[src/rtl/pid_wt_sched.sv]
`default_nettype none
// ============================================================================
// Module   : pid_wt_sched
// Brief    : Time-slot scheduler for the shared PID pipeline. It issues a
//            done_read/sta pair per turbine and counts done_sig completions.
//            Optional watchdog: define PID_SCHED_WATCHDOG_EN.
// Revision : 1.0 - initial release
// ============================================================================
module pid_wt_sched #(
    parameter int N_WT      = 8,
    parameter int READ_LEAD = 15,
    parameter int SLOT_GAP  = 1,
    parameter int PIPE_LAT  = 20,
    parameter int CNT_W     = 8
) (
    input  logic             clk,
    input  logic             rst,
    input  logic             step_req,
    input  logic             done_sig,
    output logic             busy,
    output logic             done_read,
    output logic             sta,
    output logic [CNT_W-1:0] slot_idx,
    output logic             step_done,
    output logic             first_step,
    output logic             err_overrun,
    output logic             err_timeout
);

    typedef enum logic [1:0] {
        S_IDLE  = 2'd0,
        S_ISSUE = 2'd1,
        S_DRAIN = 2'd2,
        S_DONE  = 2'd3
    } state_t;

    localparam int               GAP_W      = (SLOT_GAP > 1) ? $clog2(SLOT_GAP) : 1;
    localparam logic [CNT_W-1:0] c_n_wt     = CNT_W'(N_WT);
    localparam logic [GAP_W-1:0] c_gap_last = GAP_W'(SLOT_GAP - 1);

    state_t           r_state;
    logic [CNT_W-1:0] r_iss_cnt;
    logic [CNT_W-1:0] r_cmp_cnt;
    logic [CNT_W-1:0] r_rd_idx;
    logic [GAP_W-1:0] r_gap;
    logic             r_sta_sr [READ_LEAD];
    logic [CNT_W-1:0] r_idx_sr [READ_LEAD];
    logic             r_busy;
    logic             r_done_read;
    logic             r_step_done;
    logic             r_first;
    logic             r_ovr;

    logic             w_in_sweep;
    logic             w_cnt_full;
    logic [CNT_W-1:0] w_cnt_next;
    logic             w_ds_err;
    logic             w_req_err;

`ifdef PID_SCHED_WATCHDOG_EN
    localparam int              WD_W       = $clog2(PIPE_LAT + 4) + 1;
    localparam logic [WD_W-1:0] c_wd_limit = WD_W'(PIPE_LAT + 2);

    logic [WD_W-1:0] r_wd;
    logic            r_wd_run;
    logic            r_wd_fired;
    logic            r_err_to;
    logic            w_sr_pending;
    logic            w_last_sta;

    // The last sta is the one leaving the delay line with nothing queued behind it.
    always_comb begin
        w_sr_pending = 1'b0;
        for (int i = 0; i < READ_LEAD - 1; i++) begin
            w_sr_pending = w_sr_pending | r_sta_sr[i];
        end
    end

    assign w_last_sta  = (r_state == S_DRAIN) && r_sta_sr[READ_LEAD-1] && !w_sr_pending;
    assign err_timeout = r_err_to;
`else
    assign err_timeout = 1'b0;
`endif

    assign w_in_sweep = (r_state == S_ISSUE) || (r_state == S_DRAIN);
    assign w_cnt_full = (r_cmp_cnt == c_n_wt);
    assign w_cnt_next = (done_sig && w_in_sweep && !w_cnt_full) ? r_cmp_cnt + 1'b1 : r_cmp_cnt;
    assign w_ds_err   = done_sig && (!w_in_sweep || w_cnt_full);
    assign w_req_err  = step_req && (r_state != S_IDLE);

    always_ff @(posedge clk) begin
        if (rst) begin
            r_state     <= S_IDLE;
            r_iss_cnt   <= '0;
            r_cmp_cnt   <= '0;
            r_rd_idx    <= '0;
            r_gap       <= '0;
            r_busy      <= 1'b0;
            r_done_read <= 1'b0;
            r_step_done <= 1'b0;
            r_first     <= 1'b1;
            r_ovr       <= 1'b0;
            for (int i = 0; i < READ_LEAD; i++) begin
                r_sta_sr[i] <= 1'b0;
                r_idx_sr[i] <= '0;
            end
`ifdef PID_SCHED_WATCHDOG_EN
            r_wd       <= '0;
            r_wd_run   <= 1'b0;
            r_wd_fired <= 1'b0;
            r_err_to   <= 1'b0;
`endif
        end else begin
            r_sta_sr[0] <= r_done_read;
            r_idx_sr[0] <= r_done_read ? r_rd_idx : '0;
            for (int i = 1; i < READ_LEAD; i++) begin
                r_sta_sr[i] <= r_sta_sr[i-1];
                r_idx_sr[i] <= r_idx_sr[i-1];
            end

            if (w_req_err || w_ds_err) begin
                r_ovr <= 1'b1;
            end

            r_done_read <= 1'b0;
            r_step_done <= 1'b0;
            r_cmp_cnt   <= w_cnt_next;

            case (r_state)
                S_IDLE: begin
                    if (step_req) begin
                        r_state     <= S_ISSUE;
                        r_busy      <= 1'b1;
                        r_done_read <= 1'b1;
                        r_rd_idx    <= '0;
                        r_iss_cnt   <= CNT_W'(1);
                        r_gap       <= '0;
                        r_cmp_cnt   <= '0;
`ifdef PID_SCHED_WATCHDOG_EN
                        r_wd_run    <= 1'b0;
                        r_wd_fired  <= 1'b0;
`endif
                    end
                end
                S_ISSUE: begin
                    if (r_done_read && (r_iss_cnt == c_n_wt)) begin
                        r_state <= S_DRAIN;
                    end else if (r_gap == c_gap_last) begin
                        r_done_read <= 1'b1;
                        r_rd_idx    <= r_iss_cnt;
                        r_iss_cnt   <= r_iss_cnt + 1'b1;
                        r_gap       <= '0;
                    end else begin
                        r_gap <= r_gap + 1'b1;
                    end
                end
                S_DRAIN: begin
                    if (w_cnt_next == c_n_wt) begin
                        r_state     <= S_DONE;
                        r_step_done <= 1'b1;
                    end
`ifdef PID_SCHED_WATCHDOG_EN
                    else if (r_wd_run && (r_wd == c_wd_limit)) begin
                        r_state     <= S_DONE;
                        r_step_done <= 1'b1;
                        r_err_to    <= 1'b1;
                        r_wd_fired  <= 1'b1;
                        r_wd_run    <= 1'b0;
                    end else if (w_last_sta) begin
                        r_wd_run <= 1'b1;
                        r_wd     <= '0;
                    end else if (r_wd_run) begin
                        r_wd <= r_wd + 1'b1;
                    end
`endif
                end
                S_DONE: begin
                    r_state <= S_IDLE;
                    r_busy  <= 1'b0;
`ifdef PID_SCHED_WATCHDOG_EN
                    // An aborted sweep never loaded valid state, so keep the init flag.
                    if (!r_wd_fired) begin
                        r_first <= 1'b0;
                    end
`else
                    r_first <= 1'b0;
`endif
                end
                default: r_state <= S_IDLE;
            endcase
        end
    end

    assign busy        = r_busy;
    assign done_read   = r_done_read;
    assign sta         = r_sta_sr[READ_LEAD-1];
    assign slot_idx    = r_idx_sr[READ_LEAD-1];
    assign step_done   = r_step_done;
    assign first_step  = r_first;
    assign err_overrun = r_ovr;

endmodule
`default_nettype wire

[config.mk]
export PLATFORM = sky130hd
export DESIGN_NAME = pid_wt_sched
export DESIGN_NICKNAME = d
export VERILOG_FILES = /design/src/rtl/pid_wt_sched.sv
export SDC_FILE = /design/constraint.sdc
export NUM_CORES = 1
export LEC_CHECK = 0
export CAP_MARGIN = 20
export CORE_MARGIN = 3
export CORE_UTILIZATION = 60
export CTS_CLUSTER_DIAMETER = 80
export CTS_CLUSTER_SIZE = 8
export DETAILED_ROUTE_END_ITERATION = 10
export PLACE_DENSITY_LB_ADDON = 0.1
export SYNTH_ARGS = -nofsm -noshare
export SYNTH_HDL_FRONTEND = slang
export SYNTH_SLANG_ARGS = --single-unit
[constraint.sdc]
create_clock -name clk -period 5.3 [get_ports clk]
set_input_delay 1.06 -clock clk [delete_from_list [all_inputs] [get_ports clk]]
set_output_delay 1.06 -clock clk [all_outputs]
set_load 0.02 [all_outputs]
==> results.md <==
- Area delta synth->final: 13.87%
- First-pass GRT wire length: 12.26 mm
- Clk sinks: 166
- Global Route Usage Sum: 0.1551
- Final period util: 0.4903
- Crit path from: done_sig
- EDFF count, synth: 0
- Starting Density: 0.6274
- Top_reg_cell synth: dfxtp_1
- Vias: 3006
- RR Startpoint: r_state[0]
- Fin. Hold Viols: 0
- Clock slew at reported path FFs: 60 ps
- Worst-Skew Late Latency: 510 ps
- Post-route DRC: 0
- Die X: 99.62 um
- Fmax: 384.8 MHz
- Post-DP Area: 0.005403 mm2
- End point of the critical path: r_state[1]
- Share of the synthesized area in the top cell type: 0.6319
- Post-CTS Hold Buffers: 0
- Setup violators final: 0
- Std-Cell Core Area: 0.008382 mm2
- Skew final: 7.427 ps
- Post-Synthesis Cell Area: 0.005259 mm2
- CTS tree: done
- Minimum clock period: 2599 ps
- Final Hold Slack: 434.2 ps
- Unrepaired setup endpoints after global routing: false
- Hpwl dp: 3.904 mm
- Non-Filler Instances: 607
- Netlist cell types: 47
- Post-synth top area cell: dfxtp_1
- Grt total ovfl: 0
- Headroom to the max-slew limit: 0.5450
- Pre-antenna DRT Iters: 4
- Tot Pwr: 2.769 mW
- Nets: 502
- Reg-to-Reg End: r_state[1]
- Vias in the first global route: 2882
- FF+latch count, synth: 166
- Avg Synthesized Cell Area: 10.82 um2
- CP Max Fanout: 7
- DRT iter0 DRCs: 127
- Clk root buf: clkbuf_8
- Antenna violations before repair: 0
- Async S/R FF share, synth: 0
- CP Launch Type: input pin
- Share of layout cells above drive strength 1: 0.07769
- Synth warnings: 0
- TNS Setup: 0 ps
- Status: complete, no violations
- Setup ws final: 2701 ps
- WS Path Type: in2reg
- CTS max path bufs: 2
- Max-cap violations: 0
- Crit path DAT: 2990 ps
- Routability cong.: 0.8908
- R2r worst-path depth: 7
- Largest net degree at the start of global routing: 77
- Port-buffer cells: 17
- Gate count after technology mapping: 486
- Worst vdd ir: 0.3254 mV
- Setup WS pre-CTS: 2176 ps
- Vias/cell: 4.952
- Worst hold path class: reg2reg
- H-tree depth: 4
- DR WL/cell: 11.05 um
- Actual slew at the worst max-slew pin: 682.5 ps
- Antenna violation net count after detailed routing: 0
- Top post-synthesis cells by area: dfxtp_1 63%, nor2b_1 15%, ha_1 1.9%, a21oi_1 1.8%, xor2_1 1.7%
- Seq/Total Area, Yosys: 0.6319
- Wirelength, routed: 6.710 mm
- Post-Syn Nets: 498
- Finished Cell Area: 0.005988 mm2
- I/O pin cnt: 19
- Placed Cells: 576
- CP Capture Type: flip-flop
- P_leak: 2.306 nW
- Final Core Density: 0.7144
- Power per cell area: 462.4 mW/mm2
- Num CTS Buffers: 17
- # diodes: 0
- CTS resizes: 0
- Slew Viols, Final: 0
- Die area: 0.009924 mm2
- R2r setup slk: 2870 ps
- Worst EP required: 5690 ps
- Die Ht: 99.62 um
- Core Rows: 33
- Post-CTS setup buffers: 0
## worst max-delay path: stages
cell             delay [ps]
clkdlybuf4s50_1         490
nand2_1                 130
a21oi_2                  80
or4_1                   420
a222oi_1                460
mux2_1                  360
## where the power goes
part           total [mW]  switching (mW)  internal [mW]
Sequential           1.30          0.0270           1.28
Clock                1.18           0.477          0.701
Combinational       0.289           0.188          0.101
Total                2.77           0.691           2.08
## cell usage in the layout (no fill, tap or decap), types with 8 or more instances in the layout
cell and instances:
clkdlybuf4s50_1 16, clkbuf_16 16, xor2_1 10, nand3_1 15, dfxtp_1 166, ha_1 8
and2_1 8, nand2_1 20, a21oi_1 19, nor2b_1 129, nor2_1 20, inv_1 9
## flip-flops by register name, summed over array words and instances, names as in the netlist
name	count
busy	1
done_read	1
err_overrun	1
first_step	1
r_cmp_cnt	8
r_idx_sr	120
r_iss_cnt	8
r_rd_idx	8
r_sta_sr	15
r_state	2
step_done	1
## synthesized netlist by cell type (all sizes together) (8+ instances only)
cell type and n:
a21oi 20, and2 8, buf 14, clkbuf 20, dfxtp 166, ha 8, inv 10, nand2 20
nand3 15, nor2 20, nor2b 129, xor2 10
## cell families (layout without fill, tap and decap cells)
| kind of cell | count (synthesis) | after routing | synth area share |
|---|---|---|---|
| AO/OA/AOI/OAI | 40 | 40 | 0.04854 |
| flip-flops | 166 | 166 | 0.6319 |
| adder cells (fa/ha/maj) | 8 | 8 | 0.01903 |
| AND/OR/NAND/NOR | 214 | 214 | 0.2382 |
| other | 1 | 1 | 0.0007131 |
| multiplexers | 1 | 1 | 0.002141 |
| buffers and inverters | 44 | 60 | 0.03949 |
| XOR/XNOR | 12 | 12 | 0.01999 |
## layer usage
metal / vias up / track usage / share of wire
li1: 1553 / - / -
met1: 1397 / 0.1861 / 0.49
met2: 47 / 0.2402 / 0.46
met3: 9 / 0.05961 / 0.040
met4: 0 / 0.08508 / 0.014
met5: - / 0 / 0
## cell type report
| cell class | instances | area, um2 |
|---|---|---|
| clock buffer | 19 | 441.7 |
| clock inverter | 12 | 143.9 |
| fill | 606 | 2394 |
| inverter | 10 | 37.54 |
| multi-input combinational | 276 | 1728 |
| sequential | 166 | 3323 |
| tap | 105 | 131.4 |
| timing repair buffer | 19 | 182.7 |
## worst min path at each step
stage / from / to / slack [ps] / depth (start not counted)
2_1_floorplan: r_idx_sr[0][2] / r_idx_sr[0][10] / 410 / 1
3_3_place_gp: r_idx_sr[0][5] / r_idx_sr[0][13] / 420 / 1
3_5_place_dp: r_idx_sr[0][21] / r_idx_sr[0][29] / 420 / 1
4_1_cts: r_idx_sr[0][21] / r_idx_sr[0][29] / 440 / 1
5_1_grt: r_idx_sr[0][33] / r_idx_sr[0][41] / 450 / 1
6_report: r_sta_sr[1][1] / r_sta_sr[1][2] / 430 / 1
(Power assumes the default switching activity.)
